`src/rtl/event_fifo.sv`:
```
// Synchronous event FIFO with registered-read or first-word-fall-through output,
// threshold flags and sticky overflow/underflow error flags.
module event_fifo #(
    parameter int DATA_WIDTH = 8,
    parameter int DEPTH      = 16,
    parameter bit FWFT       = 1'b0,
    parameter int AFULL_TH   = DEPTH - 2,
    parameter int AEMPTY_TH  = 2
) (
    input  logic                     clk,
    input  logic                     rst,
    input  logic                     wr_en,
    input  logic [DATA_WIDTH-1:0]    data_in,
    input  logic                     rd_en,
    input  logic                     clr_err,
    output logic [DATA_WIDTH-1:0]    data_out,
    output logic                     rd_valid,
    output logic                     empty,
    output logic                     full,
    output logic                     almost_empty,
    output logic                     almost_full,
    output logic [$clog2(DEPTH):0]   level,
    output logic                     overflow,
    output logic                     underflow
);

    localparam int AW = $clog2(DEPTH);
    localparam int LW = AW + 1;

    logic [DATA_WIDTH-1:0] mem_q [DEPTH];
    logic [AW-1:0]         wr_ptr_q, wr_ptr_d;
    logic [AW-1:0]         rd_ptr_q, rd_ptr_d;
    logic [LW-1:0]         level_q, level_d;
    logic                  overflow_q, overflow_d;
    logic                  underflow_q, underflow_d;
    logic                  rd_acc, wr_acc;

    // Handshake: a read is taken only when something is stored; a write is taken
    // when there is room, or when the same edge frees a slot through an accepted read.
    assign empty        = (level_q == '0);
    assign full         = (level_q == LW'(DEPTH));
    assign almost_empty = (level_q <= LW'(AEMPTY_TH));
    assign almost_full  = (level_q >= LW'(AFULL_TH));
    assign level        = level_q;
    assign overflow     = overflow_q;
    assign underflow    = underflow_q;

    assign rd_acc = rd_en && !empty;
    assign wr_acc = wr_en && (!full || rd_acc);

    always_comb begin
        wr_ptr_d    = wr_ptr_q;
        rd_ptr_d    = rd_ptr_q;
        level_d     = level_q;
        overflow_d  = (overflow_q && !clr_err) || (wr_en && !wr_acc);
        underflow_d = (underflow_q && !clr_err) || (rd_en && empty);
        if (wr_acc) begin
            wr_ptr_d = wr_ptr_q + AW'(1);
        end
        if (rd_acc) begin
            rd_ptr_d = rd_ptr_q + AW'(1);
        end
        case ({wr_acc, rd_acc})
            2'b10:   level_d = level_q + LW'(1);
            2'b01:   level_d = level_q - LW'(1);
            default: level_d = level_q;
        endcase
    end

    always_ff @(posedge clk) begin
        if (rst) begin
            wr_ptr_q    <= '0;
            rd_ptr_q    <= '0;
            level_q     <= '0;
            overflow_q  <= 1'b0;
            underflow_q <= 1'b0;
        end else begin
            wr_ptr_q    <= wr_ptr_d;
            rd_ptr_q    <= rd_ptr_d;
            level_q     <= level_d;
            overflow_q  <= overflow_d;
            underflow_q <= underflow_d;
        end
    end

    // Storage is deliberately not reset; level and pointers define what is valid.
    always_ff @(posedge clk) begin
        if (!rst && wr_acc) begin
            mem_q[wr_ptr_q] <= data_in;
        end
    end

    if (FWFT) begin : g_fwft
        assign data_out = mem_q[rd_ptr_q];
        assign rd_valid = !empty;
    end else begin : g_reg
        logic [DATA_WIDTH-1:0] dout_q;
        logic                  rvalid_q;

        // On a full FIFO with read+write, the write lands in the head slot; the
        // old head is still captured here because both updates use pre-edge values.
        always_ff @(posedge clk) begin
            if (rst) begin
                dout_q   <= '0;
                rvalid_q <= 1'b0;
            end else begin
                rvalid_q <= rd_acc;
                if (rd_acc) begin
                    dout_q <= mem_q[rd_ptr_q];
                end
            end
        end

        assign data_out = dout_q;
        assign rd_valid = rvalid_q;
    end

endmodule

```
`config.mk`:
```
export PLATFORM = sky130hd
export DESIGN_NAME = event_fifo
export DESIGN_NICKNAME = d
export VERILOG_FILES = /design/src/rtl/event_fifo.sv
export SDC_FILE = /design/constraint.sdc
export NUM_CORES = 1
export LEC_CHECK = 0
export BUFFER_PORTS_ARGS = -buffer_cell sky130_fd_sc_hd__buf_2
export CELL_PAD_IN_SITES_DETAIL_PLACEMENT = 0
export CELL_PAD_IN_SITES_GLOBAL_PLACEMENT = 1
export CORE_MARGIN = 4
export CORE_UTILIZATION = 42
export CTS_CLUSTER_DIAMETER = 30
export DETAILED_ROUTE_END_ITERATION = 8
export PLACE_DENSITY = 0.63
export SLEW_MARGIN = 20
export SYNTH_ARGS = -nofsm -noshare
export SYNTH_HDL_FRONTEND = slang
export SYNTH_SLANG_ARGS = --single-unit
```
`constraint.sdc`:
```
create_clock -name clk -period 4.08 [get_ports clk]
set_clock_uncertainty 0.2 [all_clocks]
set_input_delay 1.02 -clock clk [delete_from_list [all_inputs] [get_ports clk]]
set_output_delay 1.02 -clock clk [all_outputs]
set_load 0.01 [all_outputs]
```
Word-level counts from Yosys, hierarchy flattened

Memory sizes are Yosys's and may differ from the RTL's. A register that Yosys moved wholly into a read port is not among the register bits.
Cells that the tools add are included.

Mux-type cells: 3
Add/sub/neg operators: 4
Reductions and logical operators: 17
Order comparisons: 2
Eq/ne operators: 3

Operator list:

| operator                                                                          | count |
|---|---|
| 5-bit one-hot mux with 2 select lines                                             | 1 |
| 4-bit by 1-bit adder with 4-bit output (second input constant)                    | 2 |
| 1-bit logical AND                                                                 | 7 |
| 5-bit by 1-bit adder with 5-bit output (second input constant)                    | 1 |
| 5-bit == test (second input constant)                                             | 1 |
| 5-bit by 4-bit >= comparator with 1-bit output (second input constant)            | 1 |
| 5-bit by 2-bit less-or-equal comparator with 1-bit output (second input constant) | 1 |
| 1-bit logical NOT                                                                 | 5 |
| 5-bit logical NOT                                                                 | 1 |
| 5-bit by 1-bit subtractor with 5-bit output (second input constant)               | 1 |
| 1-bit logical OR                                                                  | 3 |
| 2-bit by 1-bit == test with 1-bit output (second input constant)                  | 1 |
| 2-bit == test (second input constant)                                             | 1 |
| 1-bit two-way mux                                                                 | 2 |
| 2-bit nonzero test                                                                | 1 |

Memory bits (writable): 128
Input bits: 13
Bits in registers: 16
Memories kept: 1
Output and inout port bits: 20

Memories:

| name  | depth | bits a word | read ports | clocked after memory_dff | write ports | line | source |
|---|---|---|---|---|---|---|---|
| mem_q | 16    | 8           | 1          | 1                        | 1           | 30   | `logic [DATA_WIDTH-1:0] mem_q [DEPTH];` |

Logic depth before layout (Yosys ltp)

Gate-level depths: netlist of the first run.

Word-level depth: 8
Mapped depth: 9
Mapped depth without buffers: 9

Least setup slack after synthesis of the first run

Ideal clock, no wire load.

Kind: input -> register
From: input port rd_en
To: register level_q[4], in the netlist level[4]
Slack: 836 ps
Stages on the path: 8
Buffers on the path: 1
Data arrival time: 2,949 ps
Path through: buf_2 > a21boi_0 > nand2b_1 > fa_1 > nand2b_1 > a21oi_1 > mux2_2 > a221oi_1

Cells in the longest elaborated chain, start to end: 5
Elaborated cells on any way between the ends: 7
Those cells by class: eq/ne (2); mux (1); reduce/logical (4)

RTL lines:

| element                                                                     | line | source |
|---|---|---|
| from (decl)                                                                 | 14   | `input logic rd_en,` |
| 1-bit logical AND *                                                         | 48   | `assign rd_acc = rd_en && !empty;` |
| 1-bit logical OR                                                            | 49   | `assign wr_acc = wr_en && (!full \|\| rd_acc);` |
| 1-bit logical AND                                                           | 49   |  |
| 2-bit by 1-bit == test with 1-bit output or 2-bit == test (tied branches)   | 63   | `case ({wr_acc, rd_acc})` |
| 5-bit one-hot mux with 2 select lines or 2-bit nonzero test (tied branches) | -    |  |
| to (signal assigned)                                                        | 80   | `level_q <= level_d;` |
| to (decl)                                                                   | 33   | `logic [LW-1:0] level_q, level_d;` |

Every way passes the cells marked *; elsewhere a longest branch is shown, timed or not.
A chain may end at the register's enable or synchronous reset.

Worst setup path after layout of the first run

From: register level_q[0], in the netlist level[0]
To: output port empty

Cells in the longest elaborated chain, start to end: 1

RTL lines:

| element           | line | source |
|---|---|---|
| 5-bit logical NOT | 40   | `assign empty = (level_q == '0);` |
| to (decl)         | 18   | `output logic empty,` |

Every way passes these cells.

==> results.toml, run 1 <==
[global_route]
grt_pass1_wl_mm = 20.2
grt_pass1_vias = 3346
antenna_found_initial = 0
overflow = 0
grt_max_degree = 30
grt.total_usage_pct = 16.9

[route]
drtIter0Drc = 215
vias = 3334
drc = 0
wl_mm = 13.1
ant_nets = 0
viasPerCell = 5.40
firstDrtPassIters = 4
avgRoutedWirePerCell_um = 21.3

[clock_tree]
cts_root_buffer = "clkbuf_16"
h-tree-depth = 4
cts.repair.resized = 0
path_clk_slew_ps = 60
numCtsBuffers = 17
cts-hold-fix-buffers = 0
cts_tree = "yes"
insertion_delay_ps = 420
cts_sinks = 152
clk_path_buf_depth = 2
post_cts_buffers = 0

[sta]
tns_ps = 0
period_needed_ps = 3190
tightest_slew_ps = 889
setup_violations = 0
whs_ps = 276
hold_viol = 0
max_freq_mhz = 314
rsz0062_at_grt = "false"
drv_slew = 0
fin_crit_sh_pct = 78.1
relSlewSlack_pct = 40.5

[synthesis]
synthArstFlopShare_pct = 0
yosys.area_share.simple_pct = 6.59
yosysSeqAreaShare_pct = 69.6
synth_fa_ha_area_share_pct = 1.93
ys_ff_latch = 152
synthFlopType = "edfxtp_1"
synth_top_family_by_area = "multiplexers"
ys_types = 49
synth-edff-count = 128
syn-num-nets = 407
synth_xor_area_share_pct = 0.705
synthMuxAreaShare_pct = 12.9
synth_area_um2 = 6210
synth_compound_gate_area_share_pct = 6.29
yosys_warnings = 0
syn-mean-instance-area_um2 = 16.1
syn_inst = 385

[die]
core_um2 = 14500
die_h_um = 130
start_util_pct = 42.7
rows = 44
pin_count = 33
fp.dieW_um = 130
die_area_um2 = 16800

[worst_hold_path]
hold_path_class = "reg -> reg"

[critical_path]
crit_type = "reg -> out"
startpoint_type = "flop"
crit_arrival_ps = 1970
worstPathRequired_ps = 2860
ff2ff_setup_slack_ps = 1090
end_kind = "output pin"
critPathMaxFanout = 8

[placed_design]
gp_congestion = 0.763
portBuffers = 32
dpl.hpwl_mm = 8.52

[cells_and_area]
fin_nets = 443
drive_gt1_share_pct = 20.3
diodes = 0
area_delta_synth_final_pct = 14.1
seqCellArea_um2 = 4330
multi_input_area_um2 = 1760
nFillCells = 1295
final_core_util_pct = 48.8

[job]
drv_cap = 0

[power_and_ir_drop]
total_power_uw = 4200
irDropWorstVdd_mv = 0.330
p_leak_uw = 0.00231
power_density_nw_per_um2 = 593

[outcome]
run_status = "completed"
## power by group
| part | leakage, µW | switching [µW] | internal (µW) |
|---|---|---|---|
| registers | 0.00135 | 88.3 | 1770 |
| clock network | 0.000261 | 574 | 888 |
| logic | 0.000697 | 503 | 375 |
| total | 0.00231 | 1170 | 3040 |
## layout by cell type, fill, tap and decap left out, types with 2 or more instances in the layout
| master | instances |
|---|---|
| nand3_1 | 3 |
| edfxtp_1 | 128 |
| o22ai_1 | 16 |
| nor3_1 | 8 |
| inv_1 | 7 |
| clkbuf_16 | 17 |
| clkinv_1 | 4 |
| mux2i_1 | 35 |
| mux2_4 | 3 |
| mux4_2 | 16 |
| a22oi_1 | 8 |
| a31oi_1 | 2 |
| dfxtp_1 | 23 |
| xor2_1 | 3 |
| nor2b_1 | 5 |
| xnor2_1 | 2 |
| bufinv_16 | 2 |
| or3_1 | 3 |
| clkbuf_1 | 4 |
| buf_2 | 32 |
| clkinv_4 | 2 |
| nand3b_1 | 2 |
| buf_4 | 5 |
| nor2_1 | 40 |
| nand2_1 | 9 |
| a21oi_1 | 5 |
| a211oi_1 | 8 |
| ha_1 | 8 |
| nand2b_1 | 8 |
## cell usage after synthesis (2+ instances only)
cell,number,area (µm²)
or3_1,3,18.8
nand3_1,3,15.0
mux4_2,16,360
clkbuf_1,6,22.5
a211oi_1,8,60.1
nor2b_1,5,31.3
buf_2,8,40.0
nand3b_1,2,15.0
dfxtp_1,24,480
a31oi_1,2,12.5
mux2i_1,35,350
ha_1,8,100
nor3_1,8,40.0
edfxtp_1,128,3840
o22ai_1,16,100
a21oi_1,5,25.0
a22oi_1,8,60.1
buf_1,4,15.0
nor2_1,40,150
inv_1,7,26.3
nand2b_1,8,50.1
mux2_4,3,45.0
xnor2_1,2,17.5
nand2_1,9,33.8
xor2_1,3,26.3
## per-layer routing
layer	GRT usage [%]	share of wire, %
met5	0	0
met4	5.32	1.2
met3	4.58	4.8
met2	24.9	45
met1	24.5	49
## cell families after synthesis
family	after synthesis
AND/OR/NAND/NOR	85
XOR/XNOR	5
AO/OA/AOI/OAI	50
flip-flops	152
adder cells (fa/ha/maj)	9
multiplexers	57
buffers and inverters	27
## area by class of cell
class | count | share of cell area [%]
inverters | 7 | 0.371
clock inverters | 10 | 1.48
multi-input cells | 206 | 24.9
repair buffers | 37 | 2.79
well taps | 184 | 3.25
clock buffers | 21 | 6.21
flip-flops and latches | 152 | 61.0
## critical path: stages, from the launching register on
cell and delay [ps]:
dfxtp_1 370, or4_1 800, nor2_4 220, buf_2 160
## path summary, 6_finish.rpt
path | startpoint | endpoint | cells past startpoint
min | overflow | overflow | 2
max reg2reg | level[4] | level[4] | 8
min reg2reg | overflow | overflow | 2
max | level[0] | empty | 3
## per-stage QoR
stage / area (µm²) / setup slack (ps) / cells
finish: 7090 / 893 / 617
CTS: 7090 / 856 / 617
detailed placement: 6540 / 618 / 586
floorplan: 6210 / 836 / 385
global route: 7090 / 786 / 617
global placement: 6540 / 688 / 586
## registers in the layout, summed over array words and instances, names as in the netlist
| register | count |
|---|---|
| mem_q | 128 |
| wr_ptr_q | 4 |
| level | 5 |
| underflow | 1 |
| rd_ptr_q | 4 |
| data_out | 8 |
| overflow | 1 |
| rd_valid | 1 |
(Power assumes the default switching activity.)
==> run 2, diff against run 1 <==
==> constraint.sdc (replaced) <==
create_clock -name clk -period 3 [get_ports clk]
set_clock_uncertainty 0.2 [all_clocks]
set_input_delay 0.75 -clock clk [delete_from_list [all_inputs] [get_ports clk]]
set_output_delay 0.75 -clock clk [all_outputs]
set_load 0.01 [all_outputs]
==> run 2 against run 1 <==
Cell count grew 1.6%. First-iteration DRC count grew 16%. Clock power grew 45%. Largest cell class unchanged.
==> results.toml, run 2 (synthesis gave the netlist of run 1 again) <==
[sta]
max_freq_mhz = 365
tightest_slew_ps = 861
tns_ps = 0
drv_slew = 0
setup_ws_ps = 264
period_needed_ps = 2740
setup_violations = 0
hold_viol = 0
rsz0062_at_grt = "false"
fin_crit_sh_pct = 91.2
relSlewSlack_pct = 42.4

[placed_design]
place_ws_ps = 127
gp_congestion = 0.763
dpl.hpwl_mm = 8.53
portBuffers = 32

[cells_and_area]
layout_common_cells = "128 x edfxtp_1, 40 x nor2_1, 35 x mux2i_1, 32 x buf_2, 23 x dfxtp_1"
area_delta_synth_final_pct = 16.2
largest_reg_flops = 128
final_core_util_pct = 49.6
multi_input_area_um2 = 1770
drive_gt1_share_pct = 23.3
fin_nets = 452
diodes = 0
top_register = "mem_q"
seqCellArea_um2 = 4330
final_common_cell = "edfxtp_1"
nFillCells = 1238

[clock_tree]
clk_path_buf_depth = 2
insertion_delay_ps = 420
path_clk_slew_ps = 60
numCtsBuffers = 17
cts_root_buffer = "clkbuf_16"
post_cts_buffers = 0
h-tree-depth = 4
cts_tree = "yes"
cts_sinks = 152

[die]
rows = 44
die_area_um2 = 16800
pin_count = 33
fp.dieW_um = 130
start_util_pct = 42.7
core_um2 = 14500
die_h_um = 130

[job]
drv_cap = 0

[power_and_ir_drop]
total_power_uw = 5910
irDropWorstVdd_mv = 0.502
power_density_nw_per_um2 = 819
p_leak_uw = 0.00239

[route]
firstDrtPassIters = 5
wl_mm = 13.3
drc = 0
ant_nets = 0
avgRoutedWirePerCell_um = 21.2
drtIter0Drc = 250
vias = 3413
viasPerCell = 5.44

[global_route]
grt_pass1_wl_mm = 20.3
grt.total_usage_pct = 16.9
grt_pass1_vias = 3404
antenna_found_initial = 0
overflow = 0
grt_max_degree = 39

[critical_path]
worstPathRequired_ps = 2050
startpoint_type = "flop"
critPathMaxFanout = 8
ff2ff_setup_slack_ps = 290
end_kind = "output pin"
crit_type = "reg -> out"
crit_arrival_ps = 1790

[outcome]
run_status = "completed"

[worst_hold_path]
hold_path_class = "reg -> reg"
-- run 2: changes by cell type in the layout (fill, tap and decap cells not counted), sizes merged --
| cell | before | now |
|---|---|---|
| inv | 7 | 8 |
| clkinv | 7 | 4 |
| clkbuf | 21 | 25 |
| buf | 37 | 46 |
| clkinvlp | 1 | 0 |
-- run 2: timing repair --
item	4_1_cts	5_1_grt
resized for setup	0	1
hold buffers	0	0
setup endpoints to repair	0	2
-- run 2: layout make-up --
class	count	share of cell area, %
clock buffers	25	6.87
clock inverters	7	1.28
inverters	7	0.364
multi-input cells	206	24.5
flip-flops and latches	152	59.9
well taps	184	3.19
repair buffers	46	3.85
-- run 2: power breakdown --
group          total [µW]  internal, µW  switching [µW]
logic                1280           567             715
registers            2520          2410             103
clock network        2110          1310             796
-- run 2: per-layer routing --
layer  up-vias  routed length, µm  global-route usage (%)
li1       1579                  -                       -
met1      1735               6390                    24.6
met2        95               5970                    24.5
met3         4                834                    4.29
met4         0                 86                    6.42
met5         -                  0                       0
-- run 2: final timing paths --
path              endpoint      from  depth (start not counted)
hold reg to reg   overflow  overflow                          2
hold / removal    overflow  overflow                          2
setup reg to reg  level[4]  level[0]                          9
setup / recovery     empty  level[0]                          3
-- run 2: critical path, cell delays in order (launching register included) --
cell,delay (ps)
dfxtp_1,370
or4_4,670
nor2_4,170
buf_2,150
-- run 2: per-stage QoR --
step	instances	cell area, µm²	hold WS [ps]
6_report	627	7220	273
5_1_grt	627	7220	294
4_1_cts	627	7210	274
3_5_place_dp	595	6620	263
3_3_place_gp	595	6620	255
2_1_floorplan	385	6210	289
